[config.mk]
export PLATFORM = sky130hd
export DESIGN_NAME = dest_reg_pipeline_tracker
export DESIGN_NICKNAME = d
export VERILOG_FILES = /design/src/rtl/dest_reg_pipeline_tracker.sv
export SDC_FILE = /design/constraint.sdc
export NUM_CORES = 1
export LEC_CHECK = 0
export CORE_UTILIZATION = 38
export DETAILED_ROUTE_END_ITERATION = 6
export DONT_BUFFER_PORTS = 1
export PLACE_DENSITY = 0.55
export SKIP_LAST_GASP = 1
export SYNTH_ARGS = -nofsm -noshare
export SYNTH_HDL_FRONTEND = slang
export SYNTH_SLANG_ARGS = --single-unit
[constraint.sdc]
create_clock -name clk -period 1.4 [get_ports clk]
set_input_delay 0.28 -clock clk [delete_from_list [all_inputs] [get_ports clk]]
set_output_delay 0.28 -clock clk [all_outputs]
set_load 0.01 [all_outputs]
[src/rtl/dest_reg_pipeline_tracker.sv]
// Shifts the ID-stage destination register through EX/MEM/WB for hazard detection, inserting
// bubbles on stall/flush, and tracks stall behaviour with a watchdog FSM and a cycle counter.
module dest_reg_pipeline_tracker #(
  parameter int unsigned MAX_STALL = 3,
  parameter int unsigned CNT_W     = 16
) (
  input  logic             clk,
  input  logic             rst,
  input  logic [2:0]       id_dest,
  input  logic             id_valid,
  input  logic             flush,
  input  logic             pipeline_stall_n,
  output logic [2:0]       ex_op_dest,
  output logic [2:0]       mem_op_dest,
  output logic [2:0]       wb_op_dest,
  output logic             stall_active,
  output logic             hang,
  output logic [CNT_W-1:0] stall_cnt
);

  localparam int unsigned ConsecW = $clog2(MAX_STALL + 2);
  localparam logic [ConsecW-1:0] ConsecSat  = ConsecW'(MAX_STALL + 1);
  localparam logic [ConsecW-1:0] ConsecHang = ConsecW'(MAX_STALL);
  localparam logic [CNT_W-1:0]   CntOne     = {{(CNT_W - 1){1'b0}}, 1'b1};

  typedef enum logic [1:0] {
    StRun   = 2'd0,
    StStall = 2'd1,
    StHung  = 2'd2
  } state_e;

  state_e             state_q, state_d;
  logic [2:0]         ex_q, ex_d;
  logic [2:0]         mem_q, mem_d;
  logic [2:0]         wb_q, wb_d;
  logic [ConsecW-1:0] consec_q, consec_d;
  logic [CNT_W-1:0]   stall_cnt_q, stall_cnt_d;
  logic               stall_active_q, stall_active_d;
  logic               hang_q, hang_d;
  logic               stall;

  // Anything other than a clean 1 (including X) counts as a stall.
  always_comb begin
    stall = 1'b1;
    if (pipeline_stall_n) begin
      stall = 1'b0;
    end
  end

  always_comb begin
    mem_d = ex_q;
    wb_d  = mem_q;
    ex_d  = 3'd0;
    if (!stall && !flush && id_valid) begin
      ex_d = id_dest;
    end
  end

  always_comb begin
    consec_d = 3'd0 == 3'd0 ? '0 : '0;
    if (stall) begin
      consec_d = (consec_q >= ConsecSat) ? ConsecSat : consec_q + 1'b1;
    end
  end

  always_comb begin
    stall_cnt_d = stall_cnt_q;
    if (stall && !(&stall_cnt_q)) begin
      stall_cnt_d = stall_cnt_q + CntOne;
    end
  end

  always_comb begin
    state_d = state_q;
    unique case (state_q)
      StRun: begin
        if (stall) begin
          state_d = StStall;
        end
      end
      StStall: begin
        if (!stall) begin
          state_d = StRun;
        end else if (consec_q >= ConsecHang) begin
          state_d = StHung;
        end
      end
      StHung:  state_d = StHung;
      default: state_d = StRun;
    endcase
    stall_active_d = (state_d == StStall);
    hang_d         = (state_d == StHung);
  end

  always_ff @(posedge clk or negedge rst) begin
    if (!rst) begin
      state_q        <= StRun;
      ex_q           <= 3'd0;
      mem_q          <= 3'd0;
      wb_q           <= 3'd0;
      consec_q       <= '0;
      stall_cnt_q    <= '0;
      stall_active_q <= 1'b0;
      hang_q         <= 1'b0;
    end else begin
      state_q        <= state_d;
      ex_q           <= ex_d;
      mem_q          <= mem_d;
      wb_q           <= wb_d;
      consec_q       <= consec_d;
      stall_cnt_q    <= stall_cnt_d;
      stall_active_q <= stall_active_d;
      hang_q         <= hang_d;
    end
  end

  assign ex_op_dest   = ex_q;
  assign mem_op_dest  = mem_q;
  assign wb_op_dest   = wb_q;
  assign stall_active = stall_active_q;
  assign hang         = hang_q;
  assign stall_cnt    = stall_cnt_q;

  stall_n_known_a: assert property (@(posedge clk) disable iff (!rst)
    !$isunknown(pipeline_stall_n));

endmodule

==> flow_summary_export.csv, run 1 <==
group,metric,value,unit
logic_synthesis,ys_seq_elements,32,
pwr,cellPowerDensity,1340,mW/mm²
worst_setup_path,slowest_stage,"dfrtp_1",
finish,syn_to_final_growth,34.6,%
global_route,grtUsageTotal,16.5,%
clock_tree,numCtsBuffers,5,
clock_tree,cts-root-buf,"clkbuf_4",
floorplanning,die_w,61.3,µm
finish,antenna_cells,0,
timing,setup_viol,3,
clock_tree,cts.sinks,32,
timing,finalCritPeriodShare,107,%
logic_synthesis,synthTopCellsByArea,"dfrtp_1, xnor2_1, nand3_1",
timing,tightestPinTransition,213,ps
global_route,grt_pass1_wl,4220,µm
worst_hold_path,hold_path_class,"input port to register",
timing,setup_tns,-216,ps
global_route,grt_max_degree,33,
outcome,violations,"setup timing",
timing,max_freq,0.670,GHz
worst_setup_path,crit_family,"simple AND/OR/NAND/NOR gates",
worst_setup_path,worstSetupPathType,"register to register",
floorplanning,chipHeight,61.3,µm
routing,drt_first_pass_iters,4,
worst_setup_path,cp_max_fo,6,
clock_tree,cts_buffer_depth,2,
logic_synthesis,synth_top_area_cell,"dfrtp_1",
clock_tree,cts_tree,"yes",
timing,slew_headroom,85.6,%
logic_synthesis,async_flop_share,100,%
worst_setup_path,critPathMaxStageDelay,390,ps
logic_synthesis,synth_warnings,0,
logic_synthesis,yosysUniqueCellTypes,30,
global_route,grt_pass1_vias,958,
placed_design,dp.cells,180,
routing,route.vias.total,1015,
routing,drt_iter0_markers,44,
floorplanning,row_count,21,
logic_synthesis,synth_compound_area_share,7.21,%
placed_design,gp_congestion,0.866,
logic_synthesis,synth_xor_area_share,5.24,%
worst_setup_path,arrival,1730,ps
outcome,status,"finished with violations",
floorplanning,initial_core_util,39.7,%
logic_synthesis,synth_top_family_by_area,"simple AND/OR/NAND/NOR gates",
worst_setup_path,end_kind,"register",
worst_setup_path,crit_required,1630,ps
floorplanning,dieArea,0.00376,mm²
clock_tree,clock_latency,330,ps
finish,num-fill-cells,332,
routing,routed_wirelength,2850,µm
placed_design,dp_hpwl,1980,µm
placed_design,place_area,0.00159,mm²
timing,hold_ws,71.4,ps
routing,routedWlPerCell,14.6,µm
timing,fin_crit,1490,ps
floorplanning,io_pins,35,
worst_setup_path,path_buf_inv,1,
timing,rsz0062_at_grt,"yes",
logic_synthesis,synth_mux_area_share,3.93,%
logic_synthesis,yosys.area_share.simple,20.0,%
clock_tree,path_clk_slew,110,ps
finish,fin_cells,196,
clock_tree,htree_levels,2,
logic_synthesis,syn-num-nets,120,
pwr,p_leak,0.854,nW
global_route,antenna_found_initial,0,
timing,fin_skew,11.4,ps
logic_synthesis,ys.flop_type,"dfrtp_1",
run,drv_cap,0,
global_route,grt_overflow,0,
placed_design,io_buffer_count,0,
worst_setup_path,critPathLaunchType,"register",
pwr,peakVddDrop,0.736,mV
timing,hold_viol,0,
logic_synthesis,ys_seq_area_share,59.9,%
floorplanning,core_area,0.00336,mm²
worst_setup_path,path_cells,"ha_2 -> buf_4 -> and4b_2 -> and3_4 -> nand3_2 -> xnor2_2",
logic_synthesis,syn-cell-area,0.00134,mm²
finish,fin_area,0.00180,mm²
pwr,finalPower,2.40,mW
logic_synthesis,synth_enable_flop_cells,0,
logic_synthesis,synth_fa_ha_area_share,1.87,%
routing,drcViolationCount,0,
logic_synthesis,synth.top_cell.area_share,59.9,%
logic_synthesis,avgSynthCellArea,12.1,µm²
timing,fin_ws,-92.4,ps
timing,drv_slew,0,
logic_synthesis,synth_cells,110,
finish,nNetsFinal,159,
routing,ant_nets,0,
routing,viasPerCell,5.18,
finish,final_layout_size_suffix_gt1_share,42.7,%
-- path summary, 6_finish.rpt --
path | to | cells after the start | start | slack, ps
max | stall_cnt[12] | 6 | stall_cnt[0] | -90
min | ex_op_dest[1] | 1 | id_dest[1] | 70
max reg2reg | stall_cnt[12] | 6 | stall_cnt[0] | -90
min reg2reg | wb_op_dest[1] | 0 | mem_op_dest[1] | 450
max in group asynchronous | stall_cnt[2] | 2 | rst | 850
min in group asynchronous | stall_cnt[12] | 2 | rst | 370
-- cells in the final DEF (no fill, tap or decap), types with 2 or more instances in the layout --
master	n
a21boi_0	2
clkinv_2	2
nand3_1	4
a21oi_2	2
dlygate4sd3_1	2
buf_6	2
buf_4	30
and4_1	3
nand4_1	4
clkbuf_4	5
nand3_2	4
nand2_1	5
a21oi_1	3
and2_1	3
o21ai_0	5
mux2_4	3
and3_4	3
dfrtp_1	31
nor2_1	5
xnor2_1	6
-- per-layer routing --
metal | share of wire (%) | track usage [%]
met4 | 2.6 | 11.7
met5 | 0 | 0
met2 | 52 | 26.7
met3 | 4.7 | 6.72
met1 | 41 | 17.4
-- flip-flops by register name, indices dropped and copies added (netlist names) --
name,count
consec_q,3
stall_cnt,16
state_q,2
ex_op_dest,3
mem_op_dest,3
stall_active,1
wb_op_dest,3
hang,1
-- cells by family (layout without fill, tap and decap cells) --
kind of cell,after synthesis,in the layout
flip-flops,32,32
XOR/XNOR,8,8
buffers and inverters,4,44
AND/OR/NAND/NOR,44,44
adder cells (fa/ha/maj),2,2
multiplexers,4,4
AO/OA/AOI/OAI,16,16
-- synth_stat cells, types with 2 or more instances --
cell,instances
dfrtp_1,32
nand3_1,8
xnor2_1,7
a21oi_1,5
nand2_1,5
nor2_1,5
o21ai_0,5
and3_1,4
and4_1,4
nand4_1,4
and2_1,3
a21boi_0,2
and4b_1,2
buf_4,2
ha_1,2
mux2_2,2
mux2_4,2
nor2b_1,2
nor3_1,2
o2111ai_1,2
-- power breakdown --
part,internal [mW],total (mW),switching [mW]
Clock,0.193,0.520,0.327
Combinational,0.379,0.718,0.339
Sequential,1.06,1.17,0.105
-- through the flow --
step	setup WS, ps	utilization, %
3_5_place_dp	-90.3	47.4
5_1_grt	-142	53.5
2_1_floorplan	-140	-
3_3_place_gp	-45.6	47.4
4_1_cts	-90.5	51.3
6_report	-92.4	53.5
-- layout make-up --
type | count | area [µm²] | area share [%]
clock inverter | 3 | 18.8 | 1.04
timing repair buffer | 35 | 288 | 16.0
tap | 46 | 57.6 | 3.20
multi-input combinational | 74 | 592 | 32.9
clock buffer | 5 | 37.5 | 2.09
inverter | 1 | 3.75 | 0.209
sequential | 32 | 802 | 44.6
-- what timing repair did --
item | in CTS | in global routing
hold endpoints to repair | 35 | 0
endpoints found under the setup margin | 9 | 14
hold buffers | 3 | 0
pin swaps | 3 | 6
cloned | 0 | 0
resized for setup | 7 | 12
buffers inserted | 2 | 3
(Power assumes the default switching activity.)
==> run 2: changes to the inputs <==
--- a/config.mk
+++ b/config.mk
@@ -5,6 +5,8 @@
 export SDC_FILE = /design/constraint.sdc
 export NUM_CORES = 1
 export LEC_CHECK = 0
+export ABC_AREA = 1
+export CORE_ASPECT_RATIO = 1.4
 export CORE_UTILIZATION = 38
 export DETAILED_ROUTE_END_ITERATION = 6
 export DONT_BUFFER_PORTS = 1
==> run 2 against run 1 <==
Area after synthesis is 16% higher. Wire length up 25%. Synthesized cell count grew 73%. The run now ends clean. Global-route usage is 0.59 points lower.
==> flow_summary_export.csv, run 2 <==
group,metric,value,unit
finish,num-fill-cells,370,
routing,viasPerCell,4.94,
worst_setup_path,critPathLaunchType,"register",
global_route,grt_overflow,0,
placed_design,gp_congestion,0.848,
floorplanning,chipHeight,77.5,µm
finish,regArea,808,µm²
worst_setup_path,cp_max_fo,7,
timing,hold_viol,0,
routing,drt_first_pass_iters,4,
global_route,antenna_found_initial,0,
logic_synthesis,synthTopCellsByArea,"dfrtp_1, nand2_1, nor2_1",
worst_setup_path,crit_required,1570,ps
global_route,grt_pass1_wl,5430,µm
routing,routedWlPerCell,13.0,µm
worst_setup_path,reg2reg_from,"stall_cnt[0]",
clock_tree,cts.sinks,32,
logic_synthesis,synth.top_cell.area_share,51.8,%
finish,antenna_cells,0,
finish,largest_reg_flops,16,
routing,route.vias.total,1348,
timing,finalCritPeriodShare,97.4,%
global_route,grt_pass1_vias,1232,
finish,final_layout_size_suffix_gt1_share,27.4,%
clock_tree,cts_tree,"yes",
finish,syn_to_final_growth,29.8,%
routing,routed_wirelength,3560,µm
floorplanning,io_pins,35,
routing,ant_nets,0,
worst_setup_path,slowest_stage,"dfrtp_2",
global_route,grt_max_degree,33,
worst_setup_path,reg2reg_to,"stall_cnt[3]",
floorplanning,core_area,0.00392,mm²
worst_setup_path,arrival,1530,ps
logic_synthesis,yosysUniqueCellTypes,21,
logic_synthesis,avgSynthCellArea,8.14,µm²
logic_synthesis,synth_top_area_cell,"dfrtp_1",
worst_setup_path,crit_family,"simple AND/OR/NAND/NOR gates",
worst_setup_path,path_buf_inv,3,
worst_setup_path,cp.depth,10,
placed_design,dp_hpwl,2500,µm
worst_setup_path,critical_path.endpoint,"stall_cnt[3]",
timing,max_freq,0.733,GHz
logic_synthesis,ys_seq_area_share,51.8,%
routing,drt_iter0_markers,21,
worst_hold_path,hold_path_class,"input port to register",
worst_setup_path,rrSetupSlack,40,ps
worst_setup_path,reg2reg_depth,10,
logic_synthesis,synthTopCellsByCount,"nand2_1, dfrtp_1, nor2_1",
timing,setup_tns,0,ps
placed_design,io_buffer_count,0,
finish,multi_input_area,709,µm²
finish,nNetsFinal,239,
worst_setup_path,critPathLaunch,"stall_cnt[0]",
pwr,peakVddDrop,0.790,mV
worst_setup_path,end_kind,"register",
floorplanning,die_w,55.9,µm
placed_design,dp.cells,258,
global_route,grtUsageTotal,15.9,%
logic_synthesis,async_flop_share,100,%
floorplanning,dieArea,0.00433,mm²
logic_synthesis,yosysMostFrequentCell,"nand2_1",
timing,slew_headroom,71.9,%
floorplanning,row_count,27,
logic_synthesis,synth_cells,190,
logic_synthesis,synth_warnings,0,
routing,drcViolationCount,0,
worst_hold_path,hold_start,"pipeline_stall_n",
worst_setup_path,worstSetupPathType,"register to register",
timing,setup_viol,0,
logic_synthesis,synth_enable_flop_cells,0,
logic_synthesis,ys.flop_type,"dfrtp_1",
clock_tree,cts_buffer_depth,2,
timing,tightestPinTransition,421,ps
logic_synthesis,syn-num-nets,200,
timing,fin_crit,1360,ps
clock_tree,clock_latency,280,ps
clock_tree,path_clk_slew,70,ps
timing,fin_skew,5.22,ps
timing,drv_slew,0,
finish,fin_cells,273,
finish,layout_commonest_cell,"nand2_1",
outcome,status,"complete, no violations",
logic_synthesis,syn-cell-area,0.00155,mm²
clock_tree,htree_levels,2,
worst_setup_path,path_cells,"ha_4 -> nand3_2 -> inv_2 -> nand2_4 -> inv_4 -> nand2_8 -> nand2_8 -> clkinv_8 -> nand2_1 -> nand2_1",
timing,rsz0062_at_grt,"yes",
pwr,p_leak,1.00,nW
clock_tree,numCtsBuffers,5,
logic_synthesis,ys_seq_elements,32,
finish,final_cell_mix,"nand2_1, buf_4, dfrtp_1, nor2_1, inv_1",
clock_tree,cts-root-buf,"clkbuf_8",
run,drv_cap,0,
worst_setup_path,critPathMaxStageDelay,400,ps
pwr,cellPowerDensity,1150,mW/mm²
floorplanning,initial_core_util,39.5,%
-- run 2: worst reg2reg max path: stages, from the launching register on --
cell and delay [ps]:
dfrtp_2 400, ha_4 150, nand3_2 80, inv_2 100, nand2_4 70, inv_4 70
nand2_8 70, nand2_8 120, clkinv_8 80, nand2_1 60, nand2_1 50
-- run 2: stage by stage --
step / utilization [%] / setup WS, ps / power (mW) / instance area, µm² / hold slack, ps
global placement: 45.8 / 17.2 / 1.55 / 1800 / -14.7
floorplan: - / 5.47 / 1.39 / 1560 / -15.6
global route: 51.2 / -53.2 / 2.42 / 2010 / 49.9
CTS: 49.1 / -0.221 / 2.31 / 1930 / 53.8
detailed placement: 45.8 / -27.4 / 1.57 / 1800 / -14.5
finish: 51.2 / 35.8 / 2.31 / 2010 / 59.2
-- run 2: layer usage --
layer  routed length (µm)  GRT usage [%]  vias to the layer above
met5                    0              0                        -
met4                   46           5.12                        0
met3                  176           3.67                        4
met2                 2000           30.0                       39
met1                 1330           17.2                      639
li1                     -              -                      666
-- run 2: how the worst min path moves through the flow --
stage                                to  slack, ps  cells after the start
after global placement     stall_cnt[5]        -10                      0
after floorplan             consec_q[0]        -20                      0
after detailed placement  stall_cnt[10]        -10                      0
final                       consec_q[2]         60                      1
after global routing        consec_q[1]         50                      1
after CTS                   consec_q[2]         50                      1
-- run 2: area by class of cell --
cell class,instances,area share (%)
Sequential cell,32,40.3
Multi-Input combinational cell,139,35.3
Timing Repair Buffer,31,12.3
Inverter,19,4.30
Clock buffer,5,3.43
Tap cell,43,2.68
Clock inverter,3,1.18
Timing Repair inverter,1,0.436
-- run 2: report_power, final --
group	internal, mW	switching [mW]
logic	0.213	0.216
clock network	0.351	0.355
registers	1.03	0.141
-- run 2: logic make-up (layout without fill, tap and decap cells) --
family	after synthesis	in the layout	synth area share, %
AO/OA/AOI/OAI	7	7	2.27
flip-flops	32	32	51.8
adder cells (fa/ha/maj)	2	2	1.62
AND/OR/NAND/NOR	121	123	34.1
XOR/XNOR	7	7	3.96
buffers and inverters	21	59	6.31
-- run 2: timing repair --
item / in CTS / in global routing
gates cloned: 0 / 3
pin swaps: 0 / 1
hold buffers: 2 / 0
resized for setup: 3 / 11
setup endpoints to repair: 14 / 16
setup buffers: 0 / 2
endpoints found under the hold margin: 32 / 0
